==> src/rtl/mem_ctrl_pkg.sv <==
// mem_ctrl_pkg: shared state encoding, access length codes and byte count helper.
package mem_ctrl_pkg;
  typedef enum logic [1:0] {IDLE, RD, WR, DONE} state_t;
  localparam logic [1:0] LEN_B = 2'b00;
  localparam logic [1:0] LEN_H = 2'b01;
  localparam logic [1:0] LEN_W = 2'b11;
  function automatic logic [2:0] len_bytes(input logic [1:0] len);
    return len == LEN_B ? 3'd1 : len == LEN_H ? 3'd2 : 3'd4;
  endfunction
endpackage

==> src/rtl/mem_ctrl.sv <==
// mem_ctrl: arbitrates fetch and MEM requests onto one 8-bit RAM, one byte access per cycle.
module mem_ctrl
  import mem_ctrl_pkg::*;
#(
  parameter int ADDR_W = 32
) (
  input  logic              clk,
  input  logic              rst,
  input  logic              if_req,
  input  logic [ADDR_W-1:0] if_addr,
  output logic [31:0]       if_rdata,
  output logic              if_done,
  input  logic              mem_req,
  input  logic              mem_we,
  input  logic [1:0]        mem_len,
  input  logic [ADDR_W-1:0] mem_addr,
  input  logic [31:0]       mem_wdata,
  output logic [31:0]       mem_rdata,
  output logic              mem_done,
  output logic [ADDR_W-1:0] ram_addr,
  output logic              ram_we,
  output logic [7:0]        ram_dout,
  input  logic [7:0]        ram_din,
  output logic              busy
);
  state_t state;
  logic [2:0] cnt, n;
  logic own_mem;
  logic [ADDR_W-1:0] base;
  logic [31:0] wdata, acc, acc_nx;
  logic [4:0] sh;
  assign busy = state != IDLE;
  // ram_din belongs to the address issued last cycle, i.e. lane cnt-1
  assign sh = {cnt[1:0] - 2'd1, 3'b000};
  assign acc_nx = acc | (32'(ram_din) << sh);
  always_ff @(posedge clk or negedge rst) begin
    if (!rst) begin
      state <= IDLE;
      cnt <= '0;
      n <= '0;
      own_mem <= 1'b0;
      base <= '0;
      wdata <= '0;
      acc <= '0;
      ram_addr <= '0;
      ram_we <= 1'b0;
      ram_dout <= '0;
      if_rdata <= '0;
      mem_rdata <= '0;
      if_done <= 1'b0;
      mem_done <= 1'b0;
    end else begin
      if_done <= 1'b0;
      mem_done <= 1'b0;
      case (state)
        IDLE: if (mem_req || if_req) begin
          own_mem <= mem_req;
          base <= mem_req ? mem_addr : if_addr;
          n <= mem_req ? len_bytes(mem_len) : len_bytes(LEN_W);
          wdata <= mem_wdata;
          acc <= '0;
          cnt <= '0;
          state <= mem_req && mem_we ? WR : RD;
        end
        RD: begin
          if (cnt != 3'd0) acc <= acc_nx;
          if (cnt == n) begin
            state <= DONE;
            if (own_mem) begin
              mem_done <= 1'b1;
              mem_rdata <= acc_nx;
            end else begin
              if_done <= 1'b1;
              if_rdata <= acc_nx;
            end
          end else begin
            ram_addr <= base + ADDR_W'(cnt);
            cnt <= cnt + 3'd1;
          end
        end
        WR: if (cnt == n) begin
          ram_we <= 1'b0;
          mem_done <= 1'b1;
          mem_rdata <= '0;
          state <= DONE;
        end else begin
          ram_addr <= base + ADDR_W'(cnt);
          ram_dout <= wdata[{cnt[1:0], 3'b000} +: 8];
          ram_we <= 1'b1;
          cnt <= cnt + 3'd1;
        end
        default: state <= IDLE;
      endcase
    end
  end
endmodule

==> config.mk <==
export PLATFORM = sky130hd
export DESIGN_NAME = mem_ctrl
export DESIGN_NICKNAME = d
export VERILOG_FILES = /design/src/rtl/mem_ctrl_pkg.sv /design/src/rtl/mem_ctrl.sv
export SDC_FILE = /design/constraint.sdc
export NUM_CORES = 1
export LEC_CHECK = 0
export ABC_CLOCK_PERIOD_IN_PS = 2900
export BUFFER_PORTS_ARGS = -buffer_cell sky130_fd_sc_hd__buf_2
export CAP_MARGIN = 20
export CORE_MARGIN = 1.5
export CORE_UTILIZATION = 40
export DETAILED_ROUTE_END_ITERATION = 8
export HOLD_SLACK_MARGIN = 0.15
export PLACE_DENSITY = 0.63
export SETUP_SLACK_MARGIN = 0.5
export SLEW_MARGIN = 20
export SYNTH_ARGS = -nofsm -noshare
export SYNTH_HDL_FRONTEND = slang
export SYNTH_SLANG_ARGS = --single-unit
==> constraint.sdc <==
create_clock -name clk -period 2.9 [get_ports clk]
set_input_delay 0.58 -clock clk [delete_from_list [all_inputs] [get_ports clk]]
set_output_delay 0.58 -clock clk [all_outputs]
set_load 0.02 [all_outputs]
Yosys cells after proc, flatten, opt, wreduce, memory -nomap -nowiden
Index checks and enable logic that the tools add are counted.
{ "word_totals": {"reg_bits": 212} }
{ "op_classes": {"eq_ne": 11, "n_bitwise": 3, "n_shift": 2, "add_sub_neg": 3, "n_mux": 26, "n_reduce_logical": 18} }
{ "op_table": {"columns": ["cell", "n"], "rows": [
  ["$mux W32", 6],
  ["$pmux W32 S2", 2],
  ["$add A32 B3 Y32", 1],
  ["$or A32 B32 Y32", 1],
  ["$shiftx A32 B6 Y8", 1],
  ["$shl A8 B5 Y32", 1],
  ["$mux W3", 5],
  ["$ne A2 B2 Y1 const B", 6],
  ["$reduce_and A3 Y1", 3],
  ["$reduce_and A2 Y1", 4],
  ["$reduce_bool A2 Y1", 4],
  ["$mux W1", 7],
  ["$mux W2", 3],
  ["$pmux W3 S2", 1],
  ["$eq A2 B1 Y1 const B", 2],
  ["$logic_not A2 Y1", 2],
  ["$pmux W2 S2", 1],
  ["$reduce_and A4 Y1", 1],
  ["$add A3 B1 Y3 const B", 1],
  ["$eq A3 B3 Y1", 1],
  ["$reduce_bool A3 Y1", 1],
  ["$eq A2 B2 Y1 const B", 1],
  ["$ne A2 B1 Y1 const B", 1],
  ["$not A1 Y1", 2],
  ["5 further kinds", 5]
]} }

Longest topological paths before layout
{ "logic_depth": {"ltp_word": 6, "mapped_depth": 9, "ltp_nobuf": 6} }

Worst setup path after synthesis
Ideal clock, no wire load.
{ "synth_path": {"kind": "reg-to-reg", "startpoint": "register cnt[0]", "endpoint": "register acc[10]", "synth_period_minus_slack_ns": 2.667, "path_stages_with_launch": 10, "n_path_buf": 3, "arrival_ns": 2.594, "t_required_ns": 2.828, "setup_slack_ns": 0.233, "cell_sequence": "dfrtp_1 clkbuf_1 buf_1 inv_1 ha_1 nor2b_1 buf_1 nor4b_2 a21oi_1 nor2_1"} }
{ "synth_via": {"elab_chain_cells": 5, "elab_cells_between_ends": 8, "classes_between": "add/sub: 1; eq/ne: 1; shift: 1; mux: 2; bitwise: 1; reduce/logical: 2"} }
{ "synth_lines": {"columns": ["item", "line", "text"], "rows": [
  ["start: declaration", "mem_ctrl.sv:27", "logic [2:0] cnt, n;"],
  ["start signal: assignment", "mem_ctrl.sv:78", "cnt <= cnt + 3'd1;"],
  ["start signal: assignment", "mem_ctrl.sv:90", "cnt <= cnt + 3'd1;"],
  ["$sub A2 B1 Y2", "mem_ctrl.sv:34", "assign sh = {cnt[1:0] - 2'd1, 3'b000};"],
  ["$shl A8 B5 Y32", "mem_ctrl.sv:35", "assign acc_nx = acc | (32'(ram_din) << sh);"],
  ["$or A32 B32 Y32", "mem_ctrl.sv:35", null],
  ["$mux W32", "mem_ctrl.sv:66", "if (cnt != 3'd0) acc <= acc_nx;"],
  ["$pmux W32 S2", "mem_ctrl.sv:55", "case (state)"],
  ["end signal: assignment", "mem_ctrl.sv:66", null],
  ["end: declaration", "mem_ctrl.sv:30", "logic [31:0] wdata, acc, acc_nx;"]
]} }
Several ways; a longest one is shown, not always the timed one. The select of a mux whose other input is x is not followed.
A chain may end at the register's enable or synchronous reset.

Worst setup path in the final report
{ "layout_path": {"startpoint": "register state[0]", "endpoint": "register ram_addr[19]"} }
{ "layout_via": {"elab_chain_cells": 3, "elab_cells_between_ends": 4, "classes_between": "eq/ne: 2; reduce/logical: 2"} }
{ "layout_lines": {"columns": ["item", "line", "text"], "rows": [
  ["start: declaration", "mem_ctrl.sv:26", "state_t state;"],
  ["start signal: assignment", "mem_ctrl.sv:63", "state <= mem_req && mem_we ? WR : RD;"],
  ["$eq A2 B2 Y1 / $eq A2 B1 Y1 (equally long branches)", "mem_ctrl.sv:55", null],
  ["$reduce_or A2 Y1 (no source line) *", null, null],
  ["$reduce_and A2 Y1 (no source line) *", null, null],
  ["end signal: assignment", "mem_ctrl.sv:77", "ram_addr <= base + ADDR_W'(cnt);"],
  ["end signal: assignment", "mem_ctrl.sv:87", "ram_addr <= base + ADDR_W'(cnt);"],
  ["end: declaration", "mem_ctrl.sv:20", "output logic [ADDR_W-1:0] ram_addr,"]
]} }
Mark *: on every way between the ends. The rest lies on a longest branch, timed or not.

==> results_dict.tcl <==
set metrics [dict create \
    outcome "completed" \
    p_sw_frac 0.4081 \
    cts-root-buf "clkbuf_16" \
    die-area_sq_um 24610 \
    clkSinkCount 212 \
    worstMarginPinSlew_ps 933.1 \
    dp_cells 1384 \
    synth_cell_types 54 \
    internal_power_w 0.008901 \
    initial_core_util 0.4060 \
    grt_pass1_wl_um 36690 \
    core_area_sq_um 23330 \
    timing.final.max_slew_violations 0 \
    required_ps 3320 \
    combPwrFrac 0.436 \
    p_sw_w 0.006137 \
    wire_per_inst_um 16.03 \
    arrival_ps 2730 \
    dpl.hpwl_um 15900 \
    synth.avg_cell_area_sq_um 10.64 \
    gp_congestion 0.7916 \
    cts_tree "done" \
    dieWidth_um 156.9 \
    p_leak_nw 5.502 \
    fin_setup_tns_ps 0 \
    instances_no_fill 1431 \
    fin_util 0.5097 \
    powerDensity_nw_per_um2 1265 \
    start_kind "register" \
    use_met3 0.03882 \
    period_needed_ps 2307 \
    grt-ovfl-total 0 \
    syn_to_final_growth_pct 25.53 \
    setup_viol 0 \
    vias_per_cell 5.111 \
    async_flop_share 1.000 \
    synth_ff_type "dfrtp_1" \
    dr.pass1.iters 5 \
    ys_seq_area_frac 0.5600 \
    fin_area_sq_um 11890 \
    ant_nets 0 \
    nets 1215 \
    cap_viol_max_count 0 \
    yosysWarnings 0 \
    cts_max_path_buffers 3 \
    ios 219 \
    cts_buffers 24 \
    antenna_found_initial 2 \
    hold_viol 0 \
    synth-edff-count 0 \
    grt_pass1_vias 6850 \
    io_buffer_count 218 \
    slew_headroom 0.3752 \
    cp-end-kind "register" \
    grt_usage 0.1865 \
    rsz0062_at_grt "yes" \
    path_class "reg -> reg" \
    crit_fanout 31 \
    clk_pin_slew_ps 60 \
    ir_drop_v 0.0005951 \
    vias 7314 \
    insertion_delay_ps 510 \
    p_seq_frac 0.358 \
    regArea_sq_um 5305 \
    grt_use_met2 0.2838 \
    hold_ws_ps 269.2 \
    finalClockSkew_ps 11.38 \
    pwr-share-clk 0.206 \
    htreeDepth 1 \
    grtUsageMet1 0.2703 \
    rows 56 \
    hp-class "in -> reg" \
    place_area_sq_um 10980 \
    grt_max_degree 99 \
    netlist_instances 890 \
    r2r_setup_slack_ps 590 \
    syn_nets 1011 \
    top_usage_layer "met2" \
    drtIter0Drc 360 \
    fill_cells 2153 \
    multi_input_area_sq_um 3974 \
    drive_gt1_frac 0.3180 \
    ys_ff_latch 212 \
    period_share 0.7955 \
    drc 0 \
    wl_um 22940 \
    syn_area_sq_um 9473 \
    fmax_mhz 433.5 \
    dieHeight_um 156.9 \
]
==> sequential cells by signal, indices dropped and copies added (netlist names) <==
register and cells:
cnt 3, mem_done 1, if_done 1, acc 32
base 32, mem_rdata 32, if_rdata 32, state 2
ram_addr 32, own_mem 1, ram_dout 8, n 3
wdata 32, ram_we 1
==> layer usage <==
layer | wire length (um) | vias to the layer above
met5 | 11 | -
met1 | 10620 | 3434
met2 | 10170 | 231
li1 | - | 3604
met4 | 590 | 2
met3 | 1542 | 43
==> final timing paths <==
path,start,endpoint,cells past startpoint
max in group asynchronous,rst,if_rdata[5]$_DFFE_PN0P_,3
hold reg to reg,if_rdata[22]$_DFFE_PN0P_,if_rdata[22]$_DFFE_PN0P_,2
setup reg to reg,state[0]$_DFFE_PN0P_,ram_addr[19]$_DFFE_PN0P_,7
setup / recovery,state[0]$_DFFE_PN0P_,ram_addr[19]$_DFFE_PN0P_,7
hold / removal,mem_len[1],n[0]$_DFFE_PN0P_,2
min in group asynchronous,rst,mem_rdata[22]$_DFFE_PN0P_,2
==> power groups by stage <==
stage / logic (W) / registers, W / clock network, W
finish: 0.00655 / 0.00538 / 0.00310
global route: 0.00731 / 0.00557 / 0.00329
CTS: 0.00653 / 0.00538 / 0.00318
detailed placement: 0.00650 / 0.00542 / 0
global placement: 0.00638 / 0.00540 / 0
floorplan: 0.00369 / 0.00604 / 0
==> cell usage after synthesis, types with 8 or more instances <==
master,n,area share
inv_1,10,0.0040
mux2i_1,33,0.035
mux4_2,8,0.019
o21ai_0,72,0.038
nand3_1,11,0.0058
a31oi_1,18,0.012
or4_1,13,0.010
ha_1,9,0.012
a21oi_1,82,0.043
xnor2_1,11,0.010
o31ai_1,44,0.035
buf_1,15,0.0059
mux2_2,44,0.052
nor2_1,68,0.027
clkbuf_1,46,0.018
dfrtp_1,212,0.56
nand2_1,116,0.046
==> cells by family (layout without fill, tap and decap cells) <==
kind of cell               count (synthesis)  after routing  synth area share
muxes                                     85             85            0.1062
adders and majority gates                 10             10           0.01400
AOI/OAI and AO/OA                        237            237            0.1466
other                                      0              2                 0
xor gates and xnor gates                  14             14           0.01294
DFF                                      212            212            0.5600
buffers and inverters                     75            295           0.03091
and+or+nand+nor                          257            257            0.1293
==> layout make-up <==
cell class	instances	share of cell area
diodes	2	0.0004209
clock buffers	34	0.06134
clock inverters	8	0.008418
inverters	10	0.003157
multi-input cells	603	0.3342
flip-flops and latches	212	0.4461
well taps	319	0.03356
repair buffers	243	0.1128
==> metrics by stage <==
step	power [W]	setup WS, ps
6_report	0.01504	593.0
5_1_grt	0.01616	363.6
4_1_cts	0.01509	517.9
3_5_place_dp	0.01192	463.8
3_3_place_gp	0.01178	529.6
2_1_floorplan	0.009721	507.7
==> repair_timing <==
action	CTS	global route
gates resized for setup	1	5
endpoints found under the hold margin	73	0
endpoints found under the setup margin	8	60
hold buffers	1	0
setup buffers	0	2
pin swaps	0	1
==> placed cells by master, fill, tap and decap left out, types with 5 or more instances in the layout <==
cell type,Yosys,layout
buf_2,3,217
dfrtp_1,212,212
nand2_1,116,116
a21oi_1,82,82
o21ai_0,72,72
nor2_1,68,68
mux2_2,44,44
o31ai_1,44,44
mux2i_1,33,33
clkbuf_16,0,25
buf_4,0,20
a31oi_1,18,17
or4_1,13,13
nand3_1,11,11
inv_1,10,10
xnor2_1,11,9
mux4_2,8,8
ha_1,9,8
nand4_1,7,7
clkbuf_8,0,7
nor3_1,7,6
nor4_1,5,5
a21o_1,5,5
==> worst max-delay path, stage by stage, from the launching register on <==
cell	delay [ps]
dfrtp_1	390
inv_1	80
ha_1	300
inv_1	150
a31oi_4	750
buf_4	350
nor2_1	60
a31oi_1	130
Note: power is estimated with default switching activity, not from simulation.
